==> config.mk <==
export PLATFORM = sky130hd
export DESIGN_NAME = zbritesi_serik
export DESIGN_NICKNAME = d
export VERILOG_FILES = /design/src/rtl/zbritesi_serik.sv
export SDC_FILE = /design/constraint.sdc
export NUM_CORES = 1
export LEC_CHECK = 0
export ABC_AREA = 0
export CAP_MARGIN = 20
export CORE_MARGIN = 5
export CORE_UTILIZATION = 60
export DETAILED_ROUTE_END_ITERATION = 12
export DONT_BUFFER_PORTS = 1
export PLACE_DENSITY = 0.75
export SYNTH_ARGS = -nofsm -noshare
export SYNTH_HDL_FRONTEND = slang
export SYNTH_SLANG_ARGS = --single-unit
==> constraint.sdc <==
create_clock -name Clock -period 4.9 [get_ports Clock]
set_input_delay 0.98 -clock Clock [delete_from_list [all_inputs] [get_ports Clock]]
set_output_delay 0.98 -clock Clock [all_outputs]
set_load 0.05 [all_outputs]
==> src/rtl/zbritesi_serik.sv <==
// Bit-serial subtractor: A - B - BIN, one bit per clock, LSB first.
// It uses a single full-subtractor cell and a Start/Busy/Done handshake.
// Result and flags are registered and held until the next completion or reset.
module zbritesi_serik #(
    parameter int WIDTH = 24
) (
    input  logic             Clock,
    input  logic             Reset,
    input  logic             Start,
    input  logic [WIDTH-1:0] A,
    input  logic [WIDTH-1:0] B,
    input  logic             BIN,
    output logic [WIDTH-1:0] Rezultati,
    output logic             BOUT,
    output logic             Zero,
    output logic             Overflow,
    output logic             Busy,
    output logic             Done
);

    localparam int CNT_W = (WIDTH > 2) ? $clog2(WIDTH) : 1;
    localparam logic [CNT_W-1:0] LAST_BIT = CNT_W'(WIDTH - 1);

    typedef enum logic [1:0] {
        IDLE  = 2'd0,
        SHIFT = 2'd1,
        DONE  = 2'd2
    } state_t;

    state_t state, state_next;

    logic [WIDTH-1:0] a_sh;
    logic [WIDTH-1:0] b_sh;
    logic [WIDTH-2:0] d_sh;
    logic             borrow;
    logic             a_msb;
    logic             b_msb;
    logic [CNT_W-1:0] cnt;

    logic             accept;
    logic             last;
    logic             d;
    logic [WIDTH-1:0] d_full;

    // Borrow out of one full-subtractor cell.
    function automatic logic sub_borrow(input logic a0, input logic b0, input logic c);
        return (~a0 & b0) | (~a0 & c) | (b0 & c);
    endfunction

    assign accept = Start && ((state == IDLE) || (state == DONE));
    assign last   = (state == SHIFT) && (cnt == LAST_BIT);
    assign d      = a_sh[0] ^ b_sh[0] ^ borrow;
    // Difference bits gathered so far with the current bit placed on top.
    // On the completion edge this is exactly the finished result.
    assign d_full = {d, d_sh};

    assign Busy = (state == SHIFT);
    assign Done = (state == DONE);

    // State register; reset wins over any request.
    always_ff @(posedge Clock) begin
        if (Reset) begin
            state <= IDLE;
        end else begin
            state <= state_next;
        end
    end

    // Next-state logic: accept from IDLE/DONE, leave SHIFT after the MSB.
    always_comb begin
        state_next = state;
        case (state)
            IDLE:    if (Start) state_next = SHIFT;
            SHIFT:   if (last) state_next = DONE;
            DONE:    state_next = Start ? SHIFT : IDLE;
            default: state_next = IDLE;
        endcase
    end

    // Serial datapath: operand capture on accept, one bit per edge in SHIFT.
    always_ff @(posedge Clock) begin
        if (Reset) begin
            cnt <= '0;
        end else if (accept) begin
            a_sh   <= A;
            b_sh   <= B;
            borrow <= BIN;
            a_msb  <= A[WIDTH-1];
            b_msb  <= B[WIDTH-1];
            cnt    <= '0;
        end else if (state == SHIFT) begin
            a_sh   <= {1'b0, a_sh[WIDTH-1:1]};
            b_sh   <= {1'b0, b_sh[WIDTH-1:1]};
            d_sh   <= d_full[WIDTH-1:1];
            borrow <= sub_borrow(a_sh[0], b_sh[0], borrow);
            cnt    <= cnt + 1'b1;
        end
    end

    // Result registers: written only on the completion edge or cleared by reset.
    always_ff @(posedge Clock) begin
        if (Reset) begin
            Rezultati <= '0;
            BOUT      <= 1'b0;
            Zero      <= 1'b0;
            Overflow  <= 1'b0;
        end else if (last) begin
            Rezultati <= d_full;
            BOUT      <= sub_borrow(a_sh[0], b_sh[0], borrow);
            Zero      <= (d_full == '0);
            Overflow  <= (a_msb != b_msb) && (d != a_msb);
        end
    end

endmodule

# After elaboration in Yosys (flattened, before gate mapping)
# Cells that the tools add are included.
dict set report op_classes {
  n_addsub 1
  eq_ne 7
  n_mux 10
  n_bitwise 10
  n_reduce_logical 12
}
# op n
set ops {}
lappend ops {{$mux W24} 4}
lappend ops {{$logic_not A24 Y1} 1}
lappend ops {{$pmux W2 S3} 1}
lappend ops {{$reduce_and A2 Y1} 3}
lappend ops {{$add A5 B1 Y5 const B} 1}
lappend ops {{$eq A5 B5 Y1 const B} 1}
lappend ops {{$mux W2} 2}
lappend ops {{$and A1 B1 Y1} 3}
lappend ops {{$logic_and A1 B1 Y1} 3}
lappend ops {{$mux W1} 3}
lappend ops {{$not A1 Y1} 3}
lappend ops {{$reduce_and A3 Y1} 1}
lappend ops {{$eq A2 B1 Y1 const B} 1}
lappend ops {{$eq A2 B2 Y1 const B} 1}
lappend ops {{$logic_not A2 Y1} 1}
lappend ops {{$ne A1 B1 Y1} 2}
lappend ops {{$ne A2 B1 Y1 const B} 1}
lappend ops {{$ne A2 B2 Y1 const B} 1}
lappend ops {{$or A1 B1 Y1} 2}
lappend ops {{$reduce_bool A2 Y1} 1}
lappend ops {{$reduce_or A2 Y1} 1}
lappend ops {{$xor A1 B1 Y1} 2}
lappend ops {{$logic_or A1 B1 Y1} 1}
dict set report totals {
  ff_bits 108
  in_bits 52
  out_inout_bits 29
  word_cells 52
}

# Depth between registers and ports, before layout
# Gate-level depths: netlist of run 1.
dict set report depth {
  ltp_word 6
  depth_mapped 7
}

# Worst setup path before layout of run 1
# No wires, ideal clock.
dict set report synth_path {
  path_kind {input-to-reg}
  start {in Start}
  end {reg a_sh[0] (enable)}
  t_arrival_ns 3.825
  path_slack_ns 0.603
  stages 4
  cell_sequence {nand2b_1 -> buf_2 -> buf_2 -> a21oi_1}
}
dict set report synth_via {
  elab_chain_cells 3
}
# item line
set synth_lines {}
lappend synth_lines {{start: declaration} 9} ;# input logic Start,
lappend synth_lines {{$logic_and A1 B1 Y1} 50} ;# assign accept = Start && ((state == IDLE) || (state == DONE));
lappend synth_lines {{$reduce_bool A2 Y1 (no source line)} -}
lappend synth_lines {{$reduce_and A2 Y1 (no source line)} -}
lappend synth_lines {{end signal: assignment} 92} ;# a_sh <= {1'b0, a_sh[WIDTH-1:1]};
lappend synth_lines {{end: declaration} 32} ;# logic [WIDTH-1:0] a_sh;
# No other way between the ends.
# A chain may end at the register's enable or synchronous reset.

# Worst setup path after layout of run 1
dict set report layout_path {
  start {reg state[0]}
  end {out Done}
}
dict set report layout_via {
  elab_chain_cells 1
}
# item line
set layout_lines {}
lappend layout_lines {{start: declaration} 30} ;# state_t state, state_next;
lappend layout_lines {{start signal: assignment} 65} ;# state <= state_next;
lappend layout_lines {{$eq A2 B2 Y1} 58} ;# assign Done = (state == DONE);
lappend layout_lines {{end: declaration} 18} ;# output logic Done
# No other way between the ends.

==> impl_metrics.yaml, run 1 <==
sta:
  worst_clock_skew_ns: 0.0130
  period_share_pct: 52.1
  hold_viol: 0
  setup_ws_ns: 2.35
  setup_viol: 0
  slew_headroom_pct: 32.0
  maxSlewViolCount: 0
  layout_min_cycle_time_ns: 2.55
  tns_ns: 0
  rsz0062_at_grt: "no"
  hold_ws_ns: 0.489
  fmax_mhz: 392
  worst_slew_pin_slew_ns: 1.02
pwr:
  intPower_mw: 1.31
  p_total_mw: 1.71
  power_leakage_nw: 1.71
  peakVddDrop_mv: 0.272
  seqPwrFrac_pct: 61.9
  switching_share_pct: 23.6
  powerDensity_mw_per_mm2: 383
  clkPwrFrac_pct: 30.8
  p_sw_mw: 0.405
  combPwrFrac_pct: 7.3
synth:
  netlist_instances: 391
  synth_nets: 445
  syn_area_per_cell_sq_um: 10.8
  synth_seq_cells: 108
  synthTopCellsByCount: "187 x nand2_1, 74 x edfxtp_1, 34 x dfxtp_1, 26 x a21oi_1, 12 x clkbuf_1"
  synth_area_leaders: "edfxtp_1 53%, nand2_1 17%, dfxtp_1 16%"
  synth.yosys.seq_area_share_pct: 69.0
  yosys.area.top_type: "edfxtp_1"
  ys_types: 33
  synth_edf_count: 74
  netlist_area_sq_mm: 0.00421
  synth_top_area_share_pct: 52.8
  yosysMostFrequentCell: "nand2_1"
  synthArstFlopShare_pct: 0
  ys.flop_type: "edfxtp_1"
  ys_warn_count: 0
clock_network:
  cts_tree: "done"
  path_clk_slew_ns: 0.10
  insertion_delay_ns: 0.36
  htreeDepth: 3
  cts_root_buf: "clkbuf_8"
  cts_setup_buffers: 0
  cts_buffers: 9
  clockBufferDepth: 2
  hold_buffers: 0
  post_cts_resized: 0
  cts.sinks: 108
floorplanning:
  die_w_microns: 93.7
  die_area_sq_mm: 0.00879
  die_height_microns: 93.7
  rows: 30
  initial_core_util_pct: 61.9
  coreArea_sq_mm: 0.00679
  ioPinCount: 81
placed_design:
  io_buffers: 0
  dpl_cell_area_sq_mm: 0.00424
  dp.cells: 468
  post-dp-hpwl_microns: 4760
  preCtsSetupSlack_ns: 2.18
  gp_congestion: 0.726
route:
  vias: 2550
  wirelength_microns: 7320
  drt_iter0_markers: 159
  detail-route-antenna-nets: 0
  route.detailed.drc: 0
  viasPerCell: 5.25
  wl_per_cell_microns: 15.1
  firstDrtPassIters: 4
setup_path:
  path_class: "flop to output port"
  cp_slowest_cell: "nor2b_1"
  crit_buf_inv: 0
  crit_path_max_fanout: 4
  cp_slowest_stage_delay_ns: 0.82
  crit_chain: "nor2b_1"
  worstSetupStartpointType: "flop"
  worstPathRequired_ns: 3.92
  crit_family: "simple AND/OR/NAND/NOR gates"
  cp.arrival_ns: 1.57
  end_kind: "output port"
run_status:
  status: "finished clean"
global_routing:
  grt_max_degree: 55
  met1_usage_pct: 22.3
  use_met2_pct: 26.2
  antenna_found_initial: 0
  grt_pass1_vias: 2393
  gr-usage-met3_pct: 5.05
  gr-max-usage-layer: "met2"
  grt_usage_pct: 17.1
  grt_pass1_wl_microns: 11500
  grt_overflow: 0
job:
  drv_cap: 0
final_layout:
  fin_cells: 486
  n_fill_cell: 546
  drive_gt1_share_pct: 8.46
  nNetsFinal: 439
  regArea_sq_mm: 0.00290
  utilization_pct: 65.9
  multi_input_area_sq_mm: 0.00120
  syn_to_final_growth_pct: 6.42
  diodes: 0
  final_design_area_no_fill_sq_mm: 0.00448
min_path:
  holdCritPathClass: "flop to flop"
[cell type report]
class | count | area share, %
Tap cell | 96 | 2.68
Inverter | 3 | 0.252
Multi-Input combinational cell | 260 | 26.8
Clock buffer | 11 | 3.49
Clock inverter | 5 | 0.894
Sequential cell | 108 | 64.8
Timing Repair Buffer | 3 | 1.03
[logic make-up after synthesis]
group / Yosys count / share of synthesized area [%]
buffers and inverters: 23 / 3.03
AOI/OAI and AO/OA: 29 / 3.78
DFF: 108 / 69.0
xor gates and xnor gates: 4 / 0.833
and+or+nand+nor: 224 / 22.3
adders and majority gates: 2 / 0.773
muxes: 1 / 0.238
[path summary, 6_finish.rpt]
path / startpoint / to / slack (ns) / depth (start not counted)
max: state[0] / Done / 2.35 / 1
min: d_sh[3] / d_sh[2] / 0.49 / 0
min reg2reg: d_sh[3] / d_sh[2] / 0.49 / 0
max reg2reg: state[0] / b_sh[18] / 2.63 / 3
[power by group through the flow]
stage | clock [mW] | combinational [mW] | sequential, mW
2_1_floorplan | 0 | 0.0994 | 1.08
3_3_place_gp | 0 | 0.115 | 1.08
3_5_place_dp | 0 | 0.120 | 1.08
4_1_cts | 0.541 | 0.121 | 1.06
5_1_grt | 0.578 | 0.145 | 1.07
6_report | 0.528 | 0.124 | 1.06
[metal layers]
metal / part of all wire, % / up-vias / wire [microns]
met1: 44 / 1177 / 3210
met3: 8.3 / 12 / 611
met2: 46 / 79 / 3370
met5: 0 / - / 0
met4: 1.7 / 0 / 121
li1: - / 1282 / -
[flip-flops by register name (all words and copies together) (netlist names)]
signal / flops
Overflow: 1
borrow: 1
a_sh: 24
state: 2
b_sh: 24
cnt: 5
d_sh: 23
Zero: 1
Rezultati: 24
b_msb: 1
BOUT: 1
a_msb: 1
[placed cells by master, fill, tap and decap left out, types with 2 or more instances in the layout]
cell and instances:
dfxtp_1 34, nand2_2 5, xor2_1 3, nor2_1 5
inv_1 2, nand4_1 3, edfxtp_1 74, and2_1 2
nand2b_2 2, inv_6 3, clkbuf_8 9, nor4_1 5
nand2_1 187, a21oi_1 25, nor3_1 7
Note: power is estimated with default switching activity, not from simulation.
==> run 2: changes to the inputs <==
clock period = 2.5 ns   (was 4.9 ns; I/O delays follow)
==> impl_metrics.yaml, run 2 (same netlist as run 1, synthesis figures left out) <==
clock_network:
  post_cts_resized: 0
  htreeDepth: 3
  insertion_delay_ns: 0.36
  clockBufferDepth: 2
  cts_tree: "done"
  cts_setup_buffers: 0
  hold_buffers: 0
  cts.sinks: 108
  cts_root_buf: "clkbuf_8"
  cts_buffers: 9
  path_clk_slew_ns: 0.10
sta:
  tns_ns: 0
  fmax_mhz: 509
  hold_ws_ns: 0.194
  rsz0062_at_grt: "no"
  worst_clock_skew_ns: 0.0134
  layout_min_cycle_time_ns: 1.96
  setup_ws_ns: 0.536
  hold_viol: 0
  period_share_pct: 78.5
  worst_slew_pin_slew_ns: 1.01
  maxSlewViolCount: 0
  setup_viol: 0
  slew_headroom_pct: 32.8
global_routing:
  grt_max_degree: 49
  grt_usage_pct: 17.2
  grt_pass1_vias: 2544
  grt_pass1_wl_microns: 11700
  antenna_found_initial: 0
  grt_overflow: 0
placed_design:
  post-dp-hpwl_microns: 4830
  preCtsSetupSlack_ns: 0.540
  io_buffers: 0
  gp_congestion: 0.776
pwr:
  p_total_mw: 3.33
  combPwrFrac_pct: 7.3
  seqPwrFrac_pct: 62.3
  clkPwrFrac_pct: 30.4
  powerDensity_mw_per_mm2: 745
  p_sw_mw: 0.787
  peakVddDrop_mv: 0.495
  power_leakage_nw: 1.71
  intPower_mw: 2.55
  switching_share_pct: 23.6
floorplanning:
  rows: 30
  die_height_microns: 93.7
  die_area_sq_mm: 0.00879
  initial_core_util_pct: 61.9
  ioPinCount: 81
  die_w_microns: 93.7
  coreArea_sq_mm: 0.00679
route:
  viasPerCell: 5.29
  firstDrtPassIters: 4
  route.detailed.drc: 0
  vias: 2581
  drt_iter0_markers: 134
  detail-route-antenna-nets: 0
  wirelength_microns: 7190
  wl_per_cell_microns: 14.7
final_layout:
  nNetsFinal: 441
  drive_gt1_share_pct: 8.67
  mostFrequentLayoutCell: "nand2_1"
  diodes: 0
  mostFrequentLayoutCells: "187 x nand2_1, 74 x edfxtp_1, 34 x dfxtp_1"
  utilization_pct: 65.9
  syn_to_final_growth_pct: 6.39
  top_regs: "Rezultati: 24 flops, a_sh: 24 flops, b_sh: 24 flops"
min_path:
  holdCritPathClass: "input pin to flop"
  hold_depth: 1
setup_path:
  ff2ff_setup_slack_ns: 0.59
  end_kind: "output port"
  r2r_cells: 5
  worstPathRequired_ns: 2.00
  path_class: "flop to output port"
  crit_end: "Busy"
  cp.arrival_ns: 1.46
  reg2reg_from: "cnt[0]"
  r2r_end: "Rezultati[0]"
  worstSetupStartpointType: "flop"
  crit_start: "state[0]"
  crit_path_max_fanout: 6
job:
  drv_cap: 0
run_status:
  status: "finished clean"
## run 2: cell type report
| cell class | instances | area (sq um) |
|---|---|---|
| flip-flops and latches | 108 | 2900 |
| fillers | 535 | 2320 |
| multi-input cells | 260 | 1200 |
| clock buffers | 10 | 149 |
| well taps | 96 | 120 |
| repair buffers | 5 | 50.0 |
| clock inverters | 6 | 42.5 |
| inverters | 3 | 11.3 |
## run 2: power by group through the flow
stage               combinational [mW]  clock, mW  sequential (mW)
detailed placement               0.244          0             2.12
global route                     0.279       1.12             2.09
floorplan                        0.198          0             2.11
CTS                              0.246       1.04             2.08
global placement                 0.238          0             2.11
finish                           0.242       1.01             2.08
## run 2: worst min-delay path by stage
stage,end,slack [ns],startpoint
floorplan,d_sh[13],0.45,d_sh[14]
detailed placement,d_sh[2],0.47,d_sh[3]
global placement,d_sh[18],0.46,d_sh[19]
finish,Rezultati[6],0.19,Reset
global route,Rezultati[5],0.17,Reset
CTS,Rezultati[5],0.18,Reset
## run 2: through the flow
stage | instance area [sq um] | std cells
3_5_place_dp | 4280 | 472
2_1_floorplan | 4220 | 391
4_1_cts | 4480 | 488
3_3_place_gp | 4280 | 472
5_1_grt | 4480 | 488
6_report | 4480 | 488
## run 2: worst max-delay path: stages (launching register included)
cell and delay [ns]:
dfxtp_1 0.38, nand2b_2 0.21, clkinv_1 0.51
## run 2: layer usage
metal / vias up / part of all wire [%] / track usage (%)
li1: 1286 / - / -
met1: 1207 / 44 / 21.7
met2: 78 / 46 / 26.6
met3: 10 / 8.3 / 6.09
met4: 0 / 1.5 / 8.30
met5: - / 0 / 0
==> run 3: changes to the inputs <==
clock period = 1.95 ns   (was 2.5 ns; I/O delays follow)
==> impl_metrics.yaml, run 3 (same netlist as run 1, synthesis figures left out) <==
run_status:
  status: "finished clean"
pwr:
  power_leakage_nw: 1.73
  p_total_mw: 4.23
  powerDensity_mw_per_mm2: 936
  peakVddDrop_mv: 0.492
setup_path:
  cp_slowest_cell: "dfxtp_1"
  r2r_cells: 5
  cp.arrival_ns: 1.41
  end_kind: "output port"
  worstSetupStartpointType: "flop"
  r2r_end: "Zero"
  reg2reg_from: "b_sh[0]"
  worstPathRequired_ns: 1.56
  crit_chain: "nand2b_2, clkinv_1, buf_4"
  crit_path_max_fanout: 6
  cp_slowest_stage_delay_ns: 0.33
  path_class: "flop to output port"
  ff2ff_setup_slack_ns: 0.22
sta:
  hold_ws_ns: 0.0883
  setup_viol: 0
  period_share_pct: 92.2
  maxSlewViolCount: 0
  fmax_mhz: 556
  hold_viol: 0
  worst_slew_pin_slew_ns: 0.564
  rsz0062_at_grt: "no"
  slew_headroom_pct: 62.4
  worst_clock_skew_ns: 0.00740
  tns_ns: 0
  setup_ws_ns: 0.151
  layout_min_cycle_time_ns: 1.80
clock_network:
  post_cts_resized: 0
  path_clk_slew_ns: 0.09
  cts_root_buf: "clkbuf_8"
  htreeDepth: 3
  hold_buffers: 0
  cts_tree: "done"
  cts.sinks: 108
  cts_buffers: 9
  insertion_delay_ns: 0.36
  cts_setup_buffers: 0
  clockBufferDepth: 2
final_layout:
  top_regs: "Rezultati: 24 flops, a_sh: 24 flops, b_sh: 24 flops"
  drive_gt1_share_pct: 9.11
  mostFrequentLayoutCell: "nand2_1"
  mostFrequentLayoutCells: "187 x nand2_1, 74 x edfxtp_1, 33 x dfxtp_1"
  nNetsFinal: 444
  syn_to_final_growth_pct: 7.56
  diodes: 0
  final_design_area_no_fill_sq_mm: 0.00452
global_routing:
  antenna_found_initial: 0
  grt_pass1_wl_microns: 12100
  grt_overflow: 0
  grt_max_degree: 50
  grt_usage_pct: 18.0
  grt_pass1_vias: 2566
min_path:
  hold_end: "Rezultati[5]"
  hold_start: "Reset"
  holdCritPathClass: "input pin to flop"
  hold_depth: 1
floorplanning:
  rows: 30
  coreArea_sq_mm: 0.00679
  die_w_microns: 93.7
  die_area_sq_mm: 0.00879
  ioPinCount: 81
  die_height_microns: 93.7
  initial_core_util_pct: 61.9
job:
  drv_cap: 0
placed_design:
  preCtsSetupSlack_ns: 0.209
  io_buffers: 0
  post-dp-hpwl_microns: 4980
  dpl_cell_area_sq_mm: 0.00434
  gp_congestion: 0.759
route:
  vias: 2596
  drt_iter0_markers: 162
  wl_per_cell_microns: 15.1
  wirelength_microns: 7400
  viasPerCell: 5.29
  route.detailed.drc: 0
  detail-route-antenna-nets: 0
  firstDrtPassIters: 4
-- run 3: final cells by class --
class | count | area, sq um
fillers | 553 | 2270
repair buffers | 8 | 97.6
multi-input cells | 260 | 1210
clock buffers | 13 | 160
clock inverters | 3 | 20.0
flip-flops and latches | 108 | 2900
inverters | 3 | 11.3
well taps | 96 | 120
-- run 3: worst max path at each step --
stage	start	to	slack [ns]	cells past startpoint
after floorplan	Reset	a_sh[0]	-0.06	3
after global placement	a_sh[0]	Zero	0.26	6
after detailed placement	b_sh[0]	Zero	0.21	5
after CTS	state[1]	Busy	0.13	3
after global routing	b_sh[0]	Zero	0.06	5
final	state[1]	Busy	0.15	3
-- run 3: report_power, final --
| part | internal, mW | switching [mW] |
|---|---|---|
| logic | 0.108 | 0.215 |
| registers | 2.61 | 0.0503 |
| clock network | 0.543 | 0.703 |
-- run 3: metal layers --
metal / share of wire, % / vias to the layer above / global-route usage (%) / wire length, microns
li1: - / 1298 / - / -
met1: 42 / 1211 / 22.7 / 3140
met2: 47 / 75 / 27.7 / 3470
met3: 8.7 / 12 / 6.73 / 644
met4: 1.9 / 0 / 7.94 / 144
met5: 0 / - / 0 / 0
-- run 3: through the flow --
stage               util [%]  std cells
finish                  66.6        491
CTS                     66.5        491
detailed placement      63.8        475
global placement        63.8        475
global route            66.6        491
floorplan                  -        391
-- run 3: worst max-delay path, delay by kind of cell (launching register included) --
| family | cells | cell delay (ns) |
|---|---|---|
| DFF | 1 | 0.33 |
| buffers and inverters | 2 | 0.50 |
| and+or+nand+nor | 1 | 0.22 |
